### src/rtl/fetch_unit.sv
// fetch_unit: single-outstanding instruction fetch feeding decode through a 2-entry buffer.
// Optional misaligned-redirect trap is compiled in with FETCH_MISALIGN_TRAP_EN.
module fetch_unit #(
  parameter logic [31:0] RESET_PC = 32'h0000_0000
) (
  input  logic        clk_i,
  input  logic        rst_n_i,
  input  logic        br_taken_i,
  input  logic [31:0] new_pc_i,
  input  logic        stall_i,
  output logic        imem_req_o,
  output logic [31:0] imem_addr_o,
  input  logic        imem_gnt_i,
  input  logic        imem_rvalid_i,
  input  logic [31:0] imem_rdata_i,
  output logic        valid_o,
  output logic [31:0] instr_o,
  output logic [31:0] pc_o,
  output logic        misalign_o
);

  localparam logic [31:0] NOP = 32'h0000_0013;

  typedef enum logic [2:0] {IDLE, REQ, WAIT, DROP, HALT} state_e;

  typedef struct packed {
    logic        vld;
    logic [31:0] pc;
    logic [31:0] instr;
  } entry_t;

  localparam entry_t ENTRY_RST = {1'b0, 32'h0000_0000, NOP};

  state_e      state_q, state_d;
  logic [31:0] pc_q, pc_d;
  logic [31:0] fpc_q, fpc_d;
  entry_t      out_q, out_d;
  entry_t      skid_q, skid_d;
  logic        mis_q, mis_d;
  logic        halt_pend_q, halt_pend_d;

  logic        req, granted, resp, consume, redir, busy_after, tgt_misaligned;
  logic [31:0] tgt_pc;

  // A request is only offered while the skid is free, so every response has a slot.
  assign req        = (state_q == REQ) && !skid_q.vld;
  assign granted    = req && imem_gnt_i;
  assign resp       = (state_q == WAIT) && imem_rvalid_i;
  assign consume    = out_q.vld && !stall_i;
  assign redir      = br_taken_i && (state_q != HALT) && !mis_q;
  assign busy_after = granted || (((state_q == WAIT) || (state_q == DROP)) && !imem_rvalid_i);
  assign tgt_pc     = {new_pc_i[31:2], 2'b00};

`ifdef FETCH_MISALIGN_TRAP_EN
  assign tgt_misaligned = (new_pc_i[1:0] != 2'b00);
`else
  logic unused_tgt_lsb;
  assign tgt_misaligned = 1'b0;
  assign unused_tgt_lsb = ^new_pc_i[1:0];
`endif

  always_comb begin
    state_d     = state_q;
    pc_d        = pc_q;
    fpc_d       = fpc_q;
    out_d       = out_q;
    skid_d      = skid_q;
    mis_d       = mis_q;
    halt_pend_d = halt_pend_q;

    if (consume) begin
      if (skid_q.vld) begin
        out_d      = skid_q;
        skid_d.vld = 1'b0;
      end else begin
        out_d.vld = 1'b0;
      end
    end

    if (resp) begin
      if (!out_q.vld || consume) out_d  = '{vld: 1'b1, pc: fpc_q, instr: imem_rdata_i};
      else                       skid_d = '{vld: 1'b1, pc: fpc_q, instr: imem_rdata_i};
    end

    case (state_q)
      IDLE: state_d = REQ;
      REQ: begin
        if (granted) begin
          fpc_d   = pc_q;
          pc_d    = pc_q + 32'd4;
          state_d = WAIT;
        end
      end
      WAIT: if (imem_rvalid_i) state_d = REQ;
      DROP: if (imem_rvalid_i) state_d = halt_pend_q ? HALT : REQ;
      HALT: state_d = HALT;
      default: state_d = IDLE;
    endcase

    // Redirect overrides everything above; a same-cycle response is wrong-path.
    if (redir) begin
      out_d.vld  = 1'b0;
      skid_d.vld = 1'b0;
      pc_d       = tgt_pc;
      state_d    = busy_after ? DROP : REQ;
      if (tgt_misaligned) begin
        mis_d       = 1'b1;
        halt_pend_d = busy_after;
        if (!busy_after) state_d = HALT;
      end
    end
  end

  always_ff @(posedge clk_i or negedge rst_n_i) begin
    if (!rst_n_i) begin
      state_q     <= IDLE;
      pc_q        <= RESET_PC;
      fpc_q       <= RESET_PC;
      out_q       <= ENTRY_RST;
      skid_q      <= ENTRY_RST;
      mis_q       <= 1'b0;
      halt_pend_q <= 1'b0;
    end else begin
      state_q     <= state_d;
      pc_q        <= pc_d;
      fpc_q       <= fpc_d;
      out_q       <= out_d;
      skid_q      <= skid_d;
      mis_q       <= mis_d;
      halt_pend_q <= halt_pend_d;
    end
  end

  assign imem_req_o  = req;
  assign imem_addr_o = pc_q;
  assign valid_o     = out_q.vld;
  assign instr_o     = out_q.instr;
  assign pc_o        = out_q.pc;

`ifdef FETCH_MISALIGN_TRAP_EN
  assign misalign_o = mis_q;
`else
  assign misalign_o = 1'b0;
`endif

  a_addr_aligned: assert property (@(posedge clk_i) disable iff (!rst_n_i)
    imem_req_o |-> (imem_addr_o[1:0] == 2'b00));
  a_skid_behind_out: assert property (@(posedge clk_i) disable iff (!rst_n_i)
    skid_q.vld |-> out_q.vld);
  a_halt_quiet: assert property (@(posedge clk_i) disable iff (!rst_n_i)
    (state_q == HALT) |-> (!out_q.vld && !imem_req_o));

endmodule

### config.mk
export PLATFORM = sky130hd
export DESIGN_NAME = fetch_unit
export DESIGN_NICKNAME = d
export VERILOG_FILES = /design/src/rtl/fetch_unit.sv
export SDC_FILE = /design/constraint.sdc
export NUM_CORES = 1
export LEC_CHECK = 0
export ABC_AREA = 1
export CAP_MARGIN = 10
export CELL_PAD_IN_SITES_DETAIL_PLACEMENT = 2
export CELL_PAD_IN_SITES_GLOBAL_PLACEMENT = 2
export CORE_UTILIZATION = 34
export DETAILED_ROUTE_END_ITERATION = 10
export MAX_ROUTING_LAYER = met4
export PLACE_DENSITY_LB_ADDON = 0.3
export REMOVE_ABC_BUFFERS = 1
export SYNTH_ARGS = -nofsm -noshare
export SYNTH_HDL_FRONTEND = slang
export SYNTH_SLANG_ARGS = --single-unit
### constraint.sdc
create_clock -name clk_i -period 4.5 [get_ports clk_i]
set_clock_uncertainty 0.05 [all_clocks]
set_input_delay 0.9 -clock clk_i [delete_from_list [all_inputs] [get_ports clk_i]]
set_output_delay 0.9 -clock clk_i [all_outputs]
set_load 0.02 [all_outputs]
After elaboration in Yosys (flattened, before gate mapping)
Cells that the tools add are included.
{"block": "word_totals", "regBits": 197, "in_bits": 70, "output_inout_bits": 99, "wordCells": 58}
{"block": "op_classes", "addsub": 1, "eq_ne": 8, "n_mux": 18, "bitwise": 1, "n_reduce_logical": 21}
{"cell": "two-way mux 65 bit", "count": 5}
{"cell": "two-way mux 32 bit", "count": 3}
{"cell": "two-way mux 64 bit", "count": 1}
{"cell": "adder 32 x 3 -> 32 bit, second input constant", "count": 1}
{"cell": "inequality test 3 bit, second input constant", "count": 4}
{"cell": "one-hot mux 3 bit (4 select lines)", "count": 1}
{"cell": "two-way mux 3 bit", "count": 3}
{"cell": "equality test 3 x 2 -> 1 bit, second input constant", "count": 2}
{"cell": "logical AND 1 bit", "count": 6}
{"cell": "AND reduction 2 bit", "count": 3}
{"cell": "logical NOT 1 bit", "count": 4}
{"cell": "two-way mux 1 bit", "count": 4}
{"cell": "nonzero test 2 bit", "count": 2}
{"cell": "equality test 3 x 1 -> 1 bit, second input constant", "count": 1}
{"cell": "equality test 3 bit, second input constant", "count": 1}
{"cell": "logical NOT 3 bit", "count": 1}
{"cell": "logical OR 1 bit", "count": 3}
{"cell": "AND reduction 3 bit", "count": 1}
{"cell": "two-way mux 2 bit", "count": 1}
{"cell": "OR reduction 2 bit", "count": 1}
{"cell": "inverter 1 bit", "count": 1}

Longest topological paths before layout
{"block": "logic_depth", "ltp_word": 6, "ltp_mapped": 10, "ltp_nobuf": 10}

Worst setup path after synthesis
Ideal clock, no wire load.
{"block": "synth_path", "kind": "input port to flip-flop", "startpoint": "in stall_i", "endpoint": "reg out_q (netlist bit pc_o[28])", "t_arrival_ns": 1.714, "setup_slack_ns": 2.653, "path_stages": 7, "cell_sequence": "nand2_1 > inv_1 > nor3_4 > inv_2 > buf_6 > buf_6 > o22ai_1"}
{"element": "from (decl)", "line_no": "10", "source": "input logic stall_i,"}
{"element": "to (signal assigned)", "line_no": "127", "source": "out_q <= out_d;"}
{"element": "to (decl)", "line_no": "37", "source": "entry_t out_q, out_d;"}

==> impl_metrics.env <==
export IMPL_rsz0062_at_grt="no"
export IMPL_yosysTopAreaCellShare_pct=52.4
export IMPL_antenna_left=0
export IMPL_cts_post_setup_buffers_inserted=0
export IMPL_fp_dieW_um=163
export IMPL_final_setup_tns_ps=0
export IMPL_worst_margin_pin_slew_ps=990
export IMPL_top_ports=169
export IMPL_grt_pass1_vias=8509
export IMPL_critical_path_slowest_cell="clkinv_2"
export IMPL_wl_met2_mm=13.5
export IMPL_clock_root_buffer="clkbuf_16"
export IMPL_routed_wirelength_mm=27.4
export IMPL_num_fill_cells=2801
export IMPL_sequential_element_share_of_the_synthesized_area_pct=54.2
export IMPL_vdd_drop_max_uv=253
export IMPL_seqCellArea_sq_um=4790
export IMPL_floorplan_core_area_sq_um=25300
export IMPL_post_route_met1_wirelength_mm=12.6
export IMPL_place_port_buffers=163
export IMPL_seq_power_share_pct=40.8
export IMPL_timing_final_max_slew_violations=0
export IMPL_initial_core_util_pct=34.9
export IMPL_top_layer_used="met4"
export IMPL_cts_sink_count=191
export IMPL_run_status="complete, no violations"
export IMPL_grt_antenna_before_repair=0
export IMPL_netlist_top_cell_by_area="dfrtp_1"
export IMPL_critical_path_required_ps=4760
export IMPL_drt_first_pass_iters=4
export IMPL_numCtsBuffers=17
export IMPL_cts_resized_gates=0
export IMPL_maxClockFrequency_ghz=0.338
export IMPL_via_per_inst=5.05
export IMPL_finalCritPeriodShare_pct=65.8
export IMPL_row_count=58
export IMPL_timing_final_setup_violations=0
export IMPL_final_min_clock_period_ps=2960
export IMPL_postSynth_asyncResetShare_pct=100
export IMPL_mappedNetlistArea_sq_um=8830
export IMPL_synthTopCellsByCount="nand2_1 (274), dfrtp_1 (185), nor2_1 (118)"
export IMPL_dominantRegCellSynth="dfrtp_1"
export IMPL_critical_path_cell_sequence="clkdlybuf4s50_1 -> nand2_1 -> inv_1 -> nor3_4 -> clkinv_2 -> buf_4 -> o21ai_0 -> o22ai_1"
export IMPL_startpoint_type_of_the_worst_setup_path="input port"
export IMPL_finalNetCount=1232
export IMPL_cts_hold_buffers_added=0
export IMPL_route_detailed_wl_per_inst_um=18.2
export IMPL_slew_headroom_pct=34.0
export IMPL_critical_path_class="in -> reg"
export IMPL_diodes=0
export IMPL_met3WireLength_um=897
export IMPL_first_iter_violations=412
export IMPL_cp_end_kind="flip-flop"
export IMPL_post_route_drc_count=0
export IMPL_synthesis_instances=1017
export IMPL_total_switching_power_uw=2270
export IMPL_crit_arrival_ps=3220
export IMPL_final_hold_violation_count=0
export IMPL_worstSkewPairLatency_ps=440
export IMPL_p_comb_share_pct=33.5
export IMPL_flow_area_growth_from_synthesis_pct=28.2
export IMPL_finalWeightedCongestion=0.788
export IMPL_crit_path_max_incr_delay_ps=710
export IMPL_clkSlewWorstSetupHoldPaths_ps=80
export IMPL_first_pass_grt_wire_length_mm=45.2
export IMPL_die_area_sq_um=26600
export IMPL_static_leakage_power_uw=0.00531
export IMPL_clock_tree_from_tritoncts="done"
export IMPL_synth_edf_count=0
export IMPL_detailed_place_hpwl_mm=18.7
export IMPL_yosys_cell_count_top_type="nand2_1"
export IMPL_max_cap_violations=0
export IMPL_route_vias_total=7588
export IMPL_cts_max_path_buffers=2
export IMPL_timing_critical_path_fanout_max=53
export IMPL_power_report_internal_total_uw=3990
export IMPL_grt_start_max_net_pins=84
export IMPL_htreeDepth=4
export IMPL_power_density_nw_per_um2=553
export IMPL_grt_overflow_total=0
export IMPL_yosysWarnings=0
export IMPL_rr_worst_depth=7
export IMPL_ys_types=38
export IMPL_grt_usage_pct=22.2
export IMPL_clockPowerShare_pct=25.7
export IMPL_sw_ratio_pct=36.3
export IMPL_die_h_um=163
export IMPL_ys_ff_latch=191
export IMPL_synth_top_area_cells="dfrtp_1 (52%), nand2_1 (12%), o21ai_0 (6.1%), nor2_1 (5.0%), inv_1 (3.2%)"
export IMPL_synth_avg_cell_area_sq_um=8.68
export IMPL_fraction_of_layout_cells_with_a_size_suffix_above_1_pct=8.77
export IMPL_hold_path_class="in -> async"
export IMPL_multiInputGateArea_sq_um=3420
export IMPL_p_total_uw=6270
==> cells in the final DEF, fill, tap and decap left out, drive strengths merged <==
| master | synthesis | layout |
|---|---|---|
| nor2 | 128 | 128 |
| nand4 | 1 | 1 |
| inv | 82 | 89 |
| ha | 1 | 1 |
| bufinv | 0 | 2 |
| o22ai | 37 | 37 |
| a31oi | 30 | 30 |
| xnor2 | 2 | 2 |
| conb | 1 | 3 |
| and2 | 1 | 1 |
| nor3 | 3 | 3 |
| clkinvlp | 0 | 1 |
| mux2 | 26 | 26 |
| dfstp | 6 | 6 |
| clkbuf | 24 | 18 |
| buf | 30 | 14 |
| nand3b | 1 | 1 |
| clkinv | 1 | 6 |
| clkdlybuf4s50 | 0 | 162 |
| o21ai | 114 | 114 |
| nand3 | 47 | 47 |
| a22oi | 1 | 1 |
| o211ai | 5 | 5 |
| a21oi | 5 | 5 |
| dfrtp | 185 | 185 |
| xor2 | 2 | 2 |
| o31ai | 1 | 1 |
| nand2 | 283 | 283 |
==> metal layers <==
metal / GRT usage (%) / up-vias
li1: - / 3590
met1: 28.0 / 3852
met2: 37.5 / 133
met3: 3.76 / 13
met4: 4.67 / 0
met5: - / -
==> logic make-up after synthesis <==
logic type	count (synthesis)	synth area share, %
muxes	26	4.12
adders and majority gates	1	0.142
DFF	191	54.2
other	1	0.0425
buffers and inverters	137	7.14
and+or+nand+nor	464	21.9
AOI/OAI and AO/OA	193	12.1
xor gates and xnor gates	4	0.397
==> registers in the layout, summed over array words and instances, names as in the netlist <==
name and count:
valid_o 1, imem_addr_o 30, instr_o 32, fpc_q 30, state_q 3, skid_q 63
pc_o 32
==> worst max-delay path, delay by kind of cell <==
family,cells,cell delay [ps]
compound gates,2,230
simple gates,2,320
buf+inv,4,1750
==> power groups by stage <==
stage / clock network, uW / logic (uW) / registers (uW)
2_1_floorplan: 0 / 681 / 2910
3_3_place_gp: 0 / 2040 / 2560
3_5_place_dp: 0 / 2110 / 2590
4_1_cts: 1660 / 2130 / 2570
5_1_grt: 1730 / 2290 / 2620
6_report: 1610 / 2100 / 2550
==> path summary, 6_finish.rpt <==
path,from,to,slack (ps)
max in group asynchronous,rst_n_i,instr_o[0],3070
worst min-delay path,rst_n_i,instr_o[3],410
min in group clk_i,fpc_q[12],fpc_q[12],440
worst min register to register,fpc_q[12],fpc_q[12],440
worst max register to register,state_q[0],instr_o[7],2030
worst max-delay path,stall_i,instr_o[7],1540
==> per-stage QoR <==
stage	util, %	hold WS [ps]	worst slack (ps)	instances	area (sq um)
2_1_floorplan	-	403	559	965	8520
3_3_place_gp	42.3	416	1150	1472	10700
3_5_place_dp	42.3	428	1050	1472	10700
4_1_cts	44.7	434	1510	1504	11300
5_1_grt	44.7	428	1350	1504	11300
6_report	44.7	408	1540	1504	11300
==> area by class of cell <==
type | instances | area share (%)
inverters | 83 | 2.76
clock inverters | 15 | 1.73
multi-input cells | 691 | 30.2
well taps | 330 | 3.65
repair buffers | 177 | 15.6
clock buffers | 17 | 3.76
flip-flops and latches | 191 | 42.3
Note: power is estimated with default switching activity, not from simulation.
